**src/rtl/fsm_ami_sequencer.sv**
```systemverilog
// ---------------------------------------------------------------------------
// fsm_ami_sequencer
//
// Accepts one command at a time from the JTAG side, issues it to the AMI
// with a one-cycle request strobe, waits for an acknowledge, and reissues the
// same command on BUSY or on a timeout, up to MAX_RETRY times. The result is
// then offered on a valid/ready response port. A small GPIO block shows the
// FSM state and the last result code on pins, and latches rising edges on
// synchronised external inputs into write-1-to-clear bits that feed an
// interrupt line.
//
// Ports
//   clk, rst_n              clock, asynchronous active-low reset
//   jtag_in/valid/ready     command payload and handshake (ready = slot free)
//   fsm_ami                 command presented to the AMI
//   ami_req                 one-cycle issue strobe
//   ami_ack                 000 none, 001 OK, 100 BUSY, any other nonzero ERR
//   ami_out                 AMI response payload
//   rsp_data/status         captured response and result code
//                           (00 OK, 01 ERR, 10 BUSY exhausted, 11 timeout)
//   rsp_valid/ready         response handshake
//   gpio_in                 external event inputs
//   gpio_out/gpio_en        {status[1:0], state[2:0]} on bits 4:0, enables
//   gpio_ilat/ilat_clr      latched rising edges, write-1-to-clear
//   gpio_irq                OR of all latched bits
// ---------------------------------------------------------------------------
module fsm_ami_sequencer #(
    parameter int DATA_W    = 256,
    parameter int GPIO_W    = 24,
    parameter int TIMEOUT   = 255,
    parameter int MAX_RETRY = 2
) (
    input  logic              clk,
    input  logic              rst_n,
    input  logic [DATA_W-1:0] jtag_in,
    input  logic              jtag_valid,
    output logic              jtag_ready,
    output logic [DATA_W-1:0] fsm_ami,
    output logic              ami_req,
    input  logic [2:0]        ami_ack,
    input  logic [DATA_W-1:0] ami_out,
    output logic [DATA_W-1:0] rsp_data,
    output logic [1:0]        rsp_status,
    output logic              rsp_valid,
    input  logic              rsp_ready,
    input  logic [GPIO_W-1:0] gpio_in,
    output logic [GPIO_W-1:0] gpio_out,
    output logic [GPIO_W-1:0] gpio_en,
    output logic [GPIO_W-1:0] gpio_ilat,
    input  logic [GPIO_W-1:0] ilat_clr,
    output logic              gpio_irq
);

    localparam int TMR_W = $clog2(TIMEOUT + 1);
    localparam int RTY_W = (MAX_RETRY < 1) ? 1 : $clog2(MAX_RETRY + 1);

    localparam logic [TMR_W-1:0]  TMR_MAX     = TMR_W'(TIMEOUT);
    localparam logic [RTY_W-1:0]  RTY_MAX     = RTY_W'(MAX_RETRY);
    localparam logic [GPIO_W-1:0] GPIO_EN_VAL = GPIO_W'(5'h1F);

    localparam logic [1:0] ST_OK   = 2'b00;
    localparam logic [1:0] ST_ERR  = 2'b01;
    localparam logic [1:0] ST_BUSY = 2'b10;
    localparam logic [1:0] ST_TOUT = 2'b11;

    typedef enum logic [2:0] {
        S_IDLE  = 3'd0,
        S_ISSUE = 3'd1,
        S_WAIT  = 3'd2,
        S_RETRY = 3'd3,
        S_RESP  = 3'd4
    } state_t;

    state_t            state;
    logic [TMR_W-1:0]  timer;
    logic [RTY_W-1:0]  retry_cnt;

    logic ack_ok;
    logic ack_busy;
    logic ack_err;
    logic timed_out;
    logic can_retry;

    // Status pin image: state code on [2:0], result code on [4:3].
    function automatic logic [GPIO_W-1:0] status_pins(input state_t s,
                                                      input logic [1:0] st);
        logic [GPIO_W-1:0] w;
        w      = '0;
        w[2:0] = s;
        w[4:3] = st;
        return w;
    endfunction

    assign ack_ok    = (ami_ack == 3'b001);
    assign ack_busy  = (ami_ack == 3'b100);
    assign ack_err   = (ami_ack != 3'b000) && !ack_ok && !ack_busy;
    assign timed_out = (timer == TMR_MAX);
    assign can_retry = (retry_cnt < RTY_MAX);

    // fsm_ami doubles as the command register: it is loaded on acceptance
    // and simply holds afterwards, so retries reissue the same command and
    // the last command stays visible while idle.
    always_ff @(posedge clk or negedge rst_n) begin
        if (!rst_n) begin
            state      <= S_IDLE;
            fsm_ami    <= '0;
            timer      <= '0;
            retry_cnt  <= '0;
            jtag_ready <= 1'b1;
            ami_req    <= 1'b0;
            rsp_valid  <= 1'b0;
            rsp_data   <= '0;
            rsp_status <= ST_OK;
            gpio_out   <= '0;
        end else begin
            ami_req <= 1'b0;
            case (state)
                S_IDLE: begin
                    if (jtag_valid) begin
                        fsm_ami    <= jtag_in;
                        retry_cnt  <= '0;
                        jtag_ready <= 1'b0;
                        ami_req    <= 1'b1;
                        state      <= S_ISSUE;
                        gpio_out   <= status_pins(S_ISSUE, rsp_status);
                    end
                end
                S_ISSUE: begin
                    timer    <= '0;
                    state    <= S_WAIT;
                    gpio_out <= status_pins(S_WAIT, rsp_status);
                end
                S_WAIT: begin
                    // Any acknowledge outranks a timeout landing in the same cycle.
                    if (ack_ok) begin
                        rsp_data   <= ami_out;
                        rsp_status <= ST_OK;
                        rsp_valid  <= 1'b1;
                        state      <= S_RESP;
                        gpio_out   <= status_pins(S_RESP, ST_OK);
                    end else if (ack_err) begin
                        rsp_status <= ST_ERR;
                        rsp_valid  <= 1'b1;
                        state      <= S_RESP;
                        gpio_out   <= status_pins(S_RESP, ST_ERR);
                    end else if (ack_busy || timed_out) begin
                        if (can_retry) begin
                            retry_cnt <= retry_cnt + 1'b1;
                            state     <= S_RETRY;
                            gpio_out  <= status_pins(S_RETRY, rsp_status);
                        end else begin
                            rsp_status <= ack_busy ? ST_BUSY : ST_TOUT;
                            rsp_valid  <= 1'b1;
                            state      <= S_RESP;
                            gpio_out   <= status_pins(S_RESP, ack_busy ? ST_BUSY : ST_TOUT);
                        end
                    end else begin
                        // Leaving WAIT at TMR_MAX keeps the timer from wrapping.
                        timer <= timer + 1'b1;
                    end
                end
                S_RETRY: begin
                    ami_req  <= 1'b1;
                    state    <= S_ISSUE;
                    gpio_out <= status_pins(S_ISSUE, rsp_status);
                end
                S_RESP: begin
                    if (rsp_ready) begin
                        rsp_valid  <= 1'b0;
                        jtag_ready <= 1'b1;
                        state      <= S_IDLE;
                        gpio_out   <= status_pins(S_IDLE, rsp_status);
                    end
                end
                default: begin
                    rsp_valid  <= 1'b0;
                    jtag_ready <= 1'b1;
                    state      <= S_IDLE;
                    gpio_out   <= status_pins(S_IDLE, rsp_status);
                end
            endcase
        end
    end

    logic [GPIO_W-1:0] gpio_sync_p0;
    logic [GPIO_W-1:0] gpio_sync_p1;
    logic [GPIO_W-1:0] gpio_sync_p2;
    logic [GPIO_W-1:0] gpio_rise;

    assign gpio_rise = gpio_sync_p1 & ~gpio_sync_p2;
    assign gpio_irq  = |gpio_ilat;

    always_ff @(posedge clk or negedge rst_n) begin
        if (!rst_n) begin
            gpio_sync_p0 <= '0;
            gpio_sync_p1 <= '0;
            gpio_sync_p2 <= '0;
            gpio_ilat    <= '0;
            gpio_en      <= GPIO_EN_VAL;
        end else begin
            // p0 -> p1: two-flop synchroniser for the asynchronous inputs
            gpio_sync_p0 <= gpio_in;
            gpio_sync_p1 <= gpio_sync_p0;
            // p1 -> p2: previous synchronised value for edge detection
            gpio_sync_p2 <= gpio_sync_p1;
            // Clear first, then OR in new edges, so a coincident edge wins.
            gpio_ilat    <= (gpio_ilat & ~ilat_clr) | gpio_rise;
            gpio_en      <= GPIO_EN_VAL;
        end
    end

endmodule

```
**config.mk**
```make
export PLATFORM = sky130hd
export DESIGN_NAME = fsm_ami_sequencer
export DESIGN_NICKNAME = d
export VERILOG_FILES = /design/src/rtl/fsm_ami_sequencer.sv
export SDC_FILE = /design/constraint.sdc
export NUM_CORES = 1
export LEC_CHECK = 0
export ABC_AREA = 0
export CORE_AREA = 2 2 457 459
export CTS_BUF_LIST = sky130_fd_sc_hd__clkbuf_8
export CTS_CLUSTER_SIZE = 16
export DETAILED_ROUTE_END_ITERATION = 16
export DIE_AREA = 0 0 459 461
export HOLD_SLACK_MARGIN = 0.15
export PLACE_DENSITY_LB_ADDON = 0.25
export SLEW_MARGIN = 10
export SYNTH_ARGS = -nofsm -noshare
export SYNTH_HDL_FRONTEND = slang
export SYNTH_SLANG_ARGS = --single-unit
```
**constraint.sdc**
```tcl
create_clock -name clk -period 2 [get_ports clk]
set_clock_uncertainty 0.05 [all_clocks]
set_input_delay 0.3 -clock clk [delete_from_list [all_inputs] [get_ports clk]]
set_output_delay 0.3 -clock clk [all_outputs]
set_load 0.01 [all_outputs]
```
After elaboration in Yosys (flattened, before gate mapping) --
Index checks and enable logic that the tools add are counted.
Word-level totals: register bits 650, output and inout port bits 590, logic and storage cells 102
Cells by class: add/sub/neg operators 2, $lt $le $gt $ge 1, equal/unequal tests 17, muxes and demuxes 40, bitwise gates (word level) 7, reductions and logical operators 21
Operators with widths (number):
- 24-bit two-way mux | 5
- 24-bit case mux with 5 select lines | 1
- 24-bit bitwise AND | 2
- 24-bit inverter | 2
- 8-bit two-way mux | 3
- 24-bit OR | 1
- 24-bit OR reduction | 1
- 2-bit two-way mux | 9
- 3-bit two-way mux | 6
- 8-bit case mux with 2 select lines | 1
- 3-bit case mux with 5 select lines | 1
- 2-bit inequality test (second input constant) | 7
- 1-bit two-way mux | 9
- 3-bit AND reduction | 3
- 8-bit by 1-bit adder with 8-bit output (second input constant) | 1
- 8-bit == test (second input constant) | 1
- 4-bit inequality test (second input constant) | 2
- 4-bit AND reduction | 2
- 3-bit by 1-bit == test with 1-bit output (second input constant) | 2
- 3-bit by 2-bit == test with 1-bit output (second input constant) | 2
- 3-bit == test (second input constant) | 2
- 1-bit case mux with 3 select lines | 2
- 6-bit AND reduction | 1
- 3-bit nonzero test | 2
- 14 further kinds | 20

Logic depth before layout (Yosys ltp) --
Gate-level depths: netlist of the first run.
depth after elaboration 7, mapped depth 7, depth with buffers taken out 5

Worst setup path before layout of the first run --
OpenSTA, ideal clock, no wires.
kind reg-to-reg, from reg timer[0], to reg retry_cnt[0], library setup time 125 ps, data arrival time 1781 ps, slack 44 ps, cell stages (with the launch flop) 6, buffers on the path 0, period minus slack after synthesis 1956 ps, cell sequence dfrtp_1 > ha_1 > nand3_2 > or3_4 > a2111oi_2 > mux2_2
On the way: word-level cells in the longest chain between the ends 4
RTL lines:
- start, declared | line 75 | logic [TMR_W-1:0] timer;
- start signal, assigned | line 159 | timer <= timer + 1'b1;
- 8-bit == test | line 97 | assign timed_out = (timer == TMR_MAX);
- 1-bit logical OR | line 146 | end else if (ack_busy || timed_out) begin
- 2-bit inequality test (no line)
- 6-bit AND reduction (no line)
- end signal, assigned | line 148 | retry_cnt <= retry_cnt + 1'b1;
- end, declared | line 76 | logic [RTY_W-1:0] retry_cnt;
Every way passes these cells. A chain may end at the register's enable or synchronous reset.

Worst setup path in the final report of the first run --
from reg gpio_ilat[6], to out gpio_irq
On the way: word-level cells in the longest chain between the ends 1
RTL lines:
- start, declared | line 49 | output logic [GPIO_W-1:0] gpio_ilat,
- start signal, assigned | line 207 | gpio_ilat <= (gpio_ilat & ~ilat_clr) | gpio_rise;
- 24-bit OR reduction | line 191 | assign gpio_irq = |gpio_ilat;
- end, declared | line 51 | output logic gpio_irq
Every way passes these cells.

==> reports/summary.log, run 1 <==
[route] first-pass iteration count of the detailed router 4
[logic_synthesis] Synth Warn # 0
[logic_synthesis] Synth top cells by count sky130_fd_sc_hd__dfrtp_1 (627), sky130_fd_sc_hd__mux2_2 (313), sky130_fd_sc_hd__mux2_4 (180), sky130_fd_sc_hd__inv_1 (56), sky130_fd_sc_hd__buf_4 (45)
[cells_and_area] Post-Route Utilization 24.2%
[cells_and_area] fillers 21900
[cts] worst-case clock buffer depth 3
[sta] total setup violations reported at the end of the flow 475
[route] Detailed Route Iter0 Violations 713
[critical_path] Critical Path Start gpio_ilat[6]$_DFF_PN0_
[critical_path] number of cells on the critical path 5
[cts] H-tree depth 4
[cells_and_area] share of post-route cells with drive strength above 1 38.0%
[logic_synthesis] cell types occupying the most area after synthesis sky130_fd_sc_hd__dfrtp_1 (66%), sky130_fd_sc_hd__mux2_2 (15%), sky130_fd_sc_hd__mux2_4 (11%)
[logic_synthesis] most area-hungry cell type in the Yosys netlist sky130_fd_sc_hd__dfrtp_1
[status] failing checks setup timing
[power_and_ir_drop] largest vdd supply drop 0.614 mV
[cts] number of clock sinks 628
[critical_path] terminus of the critical flop-to-flop path rsp_data[94]$_DFFE_PN0P_
[placement] Worst Setup Slack post-DPL -0.397 ns
[critical_path] capture point of the critical path gpio_irq
[sta] final critical-path share of the clock period 127%
[die] area enclosed by the die boundary 0.212 sq mm
[logic_synthesis] Seq/Total Area, Yosys 65.7%
[critical_path] type of element launching the critical path register
[logic_synthesis] fraction of post-synthesis cell area in the top cell type by area 65.6%
[logic_synthesis] count leader, synth sky130_fd_sc_hd__dfrtp_1
[grt] wire length of the first global-routing pass 206 mm
[route] DRT antenna net count 0
[placement] RD Place Congestion 0.771
[critical_path] slowest CP cell sky130_fd_sc_hd__dfrtp_1
[cells_and_area] NumNets Final 3982
[logic_synthesis] number of storage elements in the synthesis netlist 628
[cells_and_area] layout-stage area growth over the synthesis result 109%
[logic_synthesis] Unique masters post-synth 51
[grt] total global-route track usage 14.5%
[grt] vias in the first global route 22000
[placement] dpl hpwl 127 mm
[power_and_ir_drop] total power density per cell area 1340 mW/mm^2
[sta] final max-slew violation count 0
[sta] count of final hold-check violations 0
[cells_and_area] Sequential Area 0.0157 sq mm
[die] number of top-level pins 1157
[critical_path] required arrival time at the worst endpoint 1.65 ns
[grt] GRT overflow 0
[grt] maximum number of pins on one net before global-route repair 72
[critical_path] Worst path top cell family by delay simple AND/OR/NAND/NOR gates
[route] residual DRC count 0
[critical_path] critical path data arrival time 2.18 ns
[sta] minimum period implied by the final worst setup slack 2.53 ns
[die] Starting Density 11.6%
[grt] initial antenna violation count 99
[critical_path] Register-to-Register Path Depth 8
[sta] Worst Slack Setup Final -0.533 ns
[critical_path] R2R Path Start state[0]$_DFFE_PN0P_
[cts] Reg clk slew, reported paths 0.06 ns
[critical_path] worst-case register-to-register setup slack -0.24 ns
[critical_path] Largest stage delay, worst path 0.41 ns
[flow_run] Maximum Capacitance Violations 0
[die] die height 461 um
[logic_synthesis] Mean Syn Cell Area 16.9 sq um
[critical_path] maximum fanout count along the critical path 2
[route] Avg WL per Cell 26.1 um
[die] FP Rows 167
[die] horizontal die dimension 459 um
[sta] worst hold margin 0.294 ns
[die] Core Footprint 0.206 sq mm
[route] via count 20300
[status] status finished with violations
[cts] TritonCTS clock tree yes
[critical_path] worst-path cell chain nor4_2, buf_4, and4_4, nand3_4, buf_6
[logic_synthesis] area of the mapped netlist 0.0239 sq mm
[logic_synthesis] Async SR Flop Fraction 100%
[cts] Root Buffer sky130_fd_sc_hd__clkbuf_8
[route] DRT Wirelength 163 mm
[critical_path] endpoint kind of the worst setup timing path output port
[sta] unrepaired setup endpoints after global routing true
[critical_path] Setup CP Type reg2out
[hold_path] min-delay src gpio_sync_p0[11]$_DFF_PN0_
[logic_synthesis] Synth Flop Type sky130_fd_sc_hd__dfrtp_1
[power_and_ir_drop] PnR Total Power 67.1 mW
[sta] highest attainable clock frequency 395 MHz
[critical_path] Bufs and invs on worst path 2
[logic_synthesis] instance count of the mapped netlist 1416
[power_and_ir_drop] leakage power of the design 22.9 nW
[cells_and_area] area used by multi-input combinational logic 0.00844 sq mm
[sta] worst slew margin relative to its limit 62.7%
[route] via-per-instance ratio 3.25
[cts] clock insertion delay at the later pin of the skew report 0.85 ns
[placement] Port Buf Inserts 1113
[sta] slew at the pin closest to its max-slew limit 0.554 ns
[logic_synthesis] number of enable-type register cells in the synthesized netlist 0
[cts] Num CTS Buffers 138
[hold_path] path type of the worst min-delay path reg2reg
==> report_power, final <==
part	switching [mW]	internal, mW
Clock	6.79	8.01
Sequential	3.37	18.0
Combinational	14.2	16.7
==> registers in the layout, indices dropped and copies added, names as in the netlist <==
name          flops
gpio_out          3
rsp_data        256
gpio_sync_p1     24
gpio_sync_p2     24
gpio_sync_p0     24
retry_cnt         2
jtag_ready        1
rsp_valid         1
ami_req           1
state             2
timer             8
fsm_ami         256
gpio_ilat        24
rsp_status        2
==> worst reg2reg max path, stage by stage, from the launching register on <==
cell                        delay [ns]
sky130_fd_sc_hd__dfrtp_1          0.40
sky130_fd_sc_hd__buf_6            0.13
sky130_fd_sc_hd__nor4b_4          0.25
sky130_fd_sc_hd__buf_4            0.16
sky130_fd_sc_hd__nand3b_4         0.18
sky130_fd_sc_hd__buf_12           0.23
sky130_fd_sc_hd__buf_16           0.20
sky130_fd_sc_hd__clkbuf_16        0.17
sky130_fd_sc_hd__mux2_4           0.30
==> through the flow <==
step / setup TNS [ns] / cell area, sq um / cells
after floorplan: 0 / 24100 / 1457
after global placement: -121.50 / 39100 / 5300
after detailed placement: -124.92 / 39100 / 5300
after CTS: -17.46 / 47800 / 6160
after global routing: -81.23 / 49900 / 6228
final: -53.18 / 49900 / 6242
==> timing repair <==
action,CTS,global route
setup endpoints to repair,793,497
resized for setup,1982,317
cloned,18,38
setup buffers,46,27
pin swaps,3,11
hold buffers,565,0
endpoints found under the hold margin,1191,0
==> worst min path at each step <==
stage	endpoint	slack (ns)	cells after the start
2_1_floorplan	ami_req$_DFF_PN0_	-0.05	0
3_3_place_gp	rsp_data[213]$_DFFE_PN0P_	0.13	1
3_5_place_dp	rsp_data[148]$_DFFE_PN0P_	0.13	1
4_1_cts	state[1]$_DFFE_PN0P_	0.16	4
5_1_grt	state[1]$_DFFE_PN0P_	0.24	4
6_report	gpio_sync_p1[11]$_DFF_PN0_	0.29	0
==> final cells by class <==
type	instances	area share, %
Clock inverter	82	1.26
Inverter	56	0.421
Sequential cell	628	31.5
Clock buffer	154	4.24
Timing Repair Buffer	1922	38.7
Multi-Input combinational cell	668	16.9
Antenna cell	28	0.140
Tap cell	2704	6.78
==> cell usage in the layout, fill, tap and decap left out, drive strengths merged, types with 28 or more instances in the layout <==
cell / Yosys / final
dfrtp: 627 / 627
mux2: 514 / 514
dlygate4sd3: 0 / 564
inv: 56 / 110
buf: 105 / 494
clkdlybuf4s50: 0 / 565
diode: 0 / 28
dlygate4sd2: 0 / 65
clkdlybuf4s15: 0 / 196
clkbuf: 0 / 192
conb: 2 / 43
==> cells by family after synthesis <==
logic type      Yosys count  synth area share, %
flops                   628                 65.7
mux                     517                 27.1
fa+ha+maj                 1               0.0523
buf+inv                 161                 4.20
other cells               2               0.0314
compound gates           62                 1.76
simple gates             45                 1.17
==> layer usage <==
layer / GRT usage [%] / part of all wire [%]
met5: 0 / 0.15
met3: 8.34 / 12
met2: 23.9 / 47
met4: 3.46 / 2.2
met1: 15.9 / 39
Power figures use the tool's default switching activity.
==> run 2: changes to the inputs <==
CORE_AREA = 2 2 448 450   (was 2 2 457 459)
DIE_AREA = 0 0 450 452   (was 0 0 459 461)
GPL_TIMING_DRIVEN = 0   (was unset)
clock period = 2.6 ns   (was 2 ns; I/O delays follow)
==> reports/summary.log, run 2 (synthesis gave the netlist of run 1 again) <==
[status] status finished with violations
[sta] worst hold margin 0.116 ns
[critical_path] type of element launching the critical path register
[hold_path] path type of the worst min-delay path in2async
[sta] highest attainable clock frequency 373 MHz
[route] DRT Wirelength 150 mm
[die] die height 452 um
[placement] dpl hpwl 123 mm
[cells_and_area] share of post-route cells with drive strength above 1 24.5%
[grt] initial antenna violation count 86
[cts] number of clock sinks 628
[cts] H-tree depth 4
[sta] count of final hold-check violations 0
[critical_path] endpoint kind of the worst setup timing path output port
[sta] slew at the pin closest to its max-slew limit 0.713 ns
[grt] total global-route track usage 14.3%
[sta] setup tns final -0.0813 ns
[die] number of top-level pins 1157
[power_and_ir_drop] sw power 17.0 mW
[cells_and_area] Final Instance Area 0.0467 sq mm
[sta] final max-slew violation count 0
[critical_path] critical path data arrival time 2.24 ns
[power_and_ir_drop] share of power burned in combinational logic 43.5%
[cts] clock insertion delay at the later pin of the skew report 0.84 ns
[cells_and_area] biggest regs fsm_ami x256, rsp_data x256
[route] via count 19300
[sta] total setup violations reported at the end of the flow 1
[die] horizontal die dimension 450 um
[status] failing checks setup timing
[die] area enclosed by the die boundary 0.203 sq mm
[grt] maximum number of pins on one net before global-route repair 95
[cells_and_area] NumNets Final 3794
[route] DRT antenna net count 0
[power_and_ir_drop] switching power share of the total 34.5%
[die] FP Rows 164
[grt] GRT overflow 0
[grt] vias in the first global route 20800
[route] Avg WL per Cell 25.0 um
[cts] Reg clk slew, reported paths 0.06 ns
[route] residual DRC count 0
[critical_path] maximum fanout count along the critical path 2
[critical_path] Setup CP Type reg2out
[cts] worst-case clock buffer depth 3
[route] Detailed Route Iter0 Violations 812
[power_and_ir_drop] PnR Total Power 49.4 mW
[power_and_ir_drop] clock network fraction of total power 23.2%
[route] first-pass iteration count of the detailed router 4
[critical_path] required arrival time at the worst endpoint 2.16 ns
[cells_and_area] most frequent cells in the layout sky130_fd_sc_hd__clkdlybuf4s50_1 (1086), sky130_fd_sc_hd__dfrtp_1 (624), sky130_fd_sc_hd__dlygate4sd3_1 (508)
[cts] Root Buffer sky130_fd_sc_hd__clkbuf_8
[cts] Num CTS Buffers 136
[power_and_ir_drop] cell-internal power 32.3 mW
[grt] wire length of the first global-routing pass 196 mm
[power_and_ir_drop] largest vdd supply drop 0.462 mV
[cts] hold-fix buffer count after cts 508
[power_and_ir_drop] proportion of power drawn by flip-flops and latches 33.3%
[die] Starting Density 12.1%
[die] Core Footprint 0.199 sq mm
[sta] Worst Slack Setup Final -0.0813 ns
[route] via-per-instance ratio 3.21
[sta] unrepaired setup endpoints after global routing true
[cells_and_area] layout-stage area growth over the synthesis result 95.0%
[cts] TritonCTS clock tree yes
[sta] final critical-path share of the clock period 103%
[sta] worst slew margin relative to its limit 52.4%
[placement] RD Place Congestion 0.850
[placement] Port Buf Inserts 1113
[cells_and_area] most common cell after layout, fill and taps aside sky130_fd_sc_hd__clkdlybuf4s50_1
[power_and_ir_drop] total power density per cell area 1060 mW/mm^2
[power_and_ir_drop] leakage power of the design 20.1 nW
[placement] DP Area 0.0388 sq mm
[flow_run] Maximum Capacitance Violations 0
[sta] minimum period implied by the final worst setup slack 2.68 ns
[run 2: cell count changes in the layout (fill, tap and decap cells not counted), moves of 42 or more]
cell	delta
sky130_fd_sc_hd__dlygate4sd2_1	-42
sky130_fd_sc_hd__mux2_4	-258
sky130_fd_sc_hd__buf_4	-57
sky130_fd_sc_hd__mux2_2	+240
sky130_fd_sc_hd__clkdlybuf4s50_1	+521
sky130_fd_sc_hd__buf_12	-48
sky130_fd_sc_hd__buf_2	-206
sky130_fd_sc_hd__clkdlybuf4s15_2	-66
sky130_fd_sc_hd__dlygate4sd3_1	-56
sky130_fd_sc_hd__clkdlybuf4s15_1	-130
[run 2: repair_timing]
item | CTS | global route
pin swaps | 3 | 0
setup buffers | 3 | 0
endpoints found under the hold margin | 816 | 75
endpoints found under the setup margin | 267 | 3
resized for setup | 36 | 2
[run 2: cell type report]
cell class | instances | area (sq um)
fillers | 21300 | 152000
clock inverters | 78 | 567
inverters | 56 | 210
repair buffers | 1631 | 16400
well taps | 2656 | 3320
clock buffers | 159 | 2190
plain buffers | 105 | 801
flip-flops and latches | 628 | 15700
diodes | 22 | 55.1
multi-input cells | 668 | 7400
[run 2: path summary, 6_finish.rpt]
path	slack [ns]	startpoint	cells after the start	endpoint
worst max-delay path	-0.08	gpio_ilat[22]$_DFF_PN0_	4	gpio_irq
worst min-delay path	0.12	rst_n	2	fsm_ami[205]$_DFFE_PN0P_
worst max register to register	0.13	state[0]$_DFFE_PN0P_	6	fsm_ami[165]$_DFFE_PN0P_
worst min register to register	0.30	gpio_sync_p0[17]$_DFF_PN0_	0	gpio_sync_p1[17]$_DFF_PN0_
max in group asynchronous	0.43	rst_n	5	rsp_data[96]$_DFFE_PN0P_
min in group clk	0.24	jtag_in[19]	2	fsm_ami[19]$_DFFE_PN0P_
[run 2: worst max-delay path, cell delays in order (launching register included)]
cell	delay, ns
sky130_fd_sc_hd__dfrtp_1	0.43
sky130_fd_sc_hd__nor4_4	0.46
sky130_fd_sc_hd__and4_1	0.28
sky130_fd_sc_hd__nand3_1	0.07
sky130_fd_sc_hd__buf_2	0.17
[run 2: power groups by stage]
stage | Sequential [mW] | Combinational (mW) | Clock, mW
5_1_grt | 17.0 | 22.7 | 12.5
4_1_cts | 16.5 | 22.1 | 12.1
2_1_floorplan | 17.8 | 5.98 | 0
3_5_place_dp | 16.5 | 21.3 | 0
3_3_place_gp | 16.6 | 21.3 | 0
6_report | 16.4 | 21.5 | 11.4
[run 2: metrics by stage]
step,util [%],worst slack [ns],instances
6_report,23.5,-0.0813,6003
5_1_grt,23.5,-0.324,5996
4_1_cts,23.5,-0.307,5981
3_5_place_dp,19.5,-1.12,5233
3_3_place_gp,19.4,-31.96,5226
2_1_floorplan,-,0.644,1457
[run 2: metal layers]
| layer | wire length [um] | share of wire (%) | GRT usage, % | vias up |
|---|---|---|---|---|
| met2 | 73200 | 49 | 24.2 | 747 |
| met4 | 3510 | 2.3 | 3.41 | 10 |
| li1 | - | - | - | 8528 |
| met5 | 61 | 0.041 | 0 | - |
| met3 | 11900 | 7.9 | 5.44 | 246 |
| met1 | 61200 | 41 | 17.2 | 9724 |
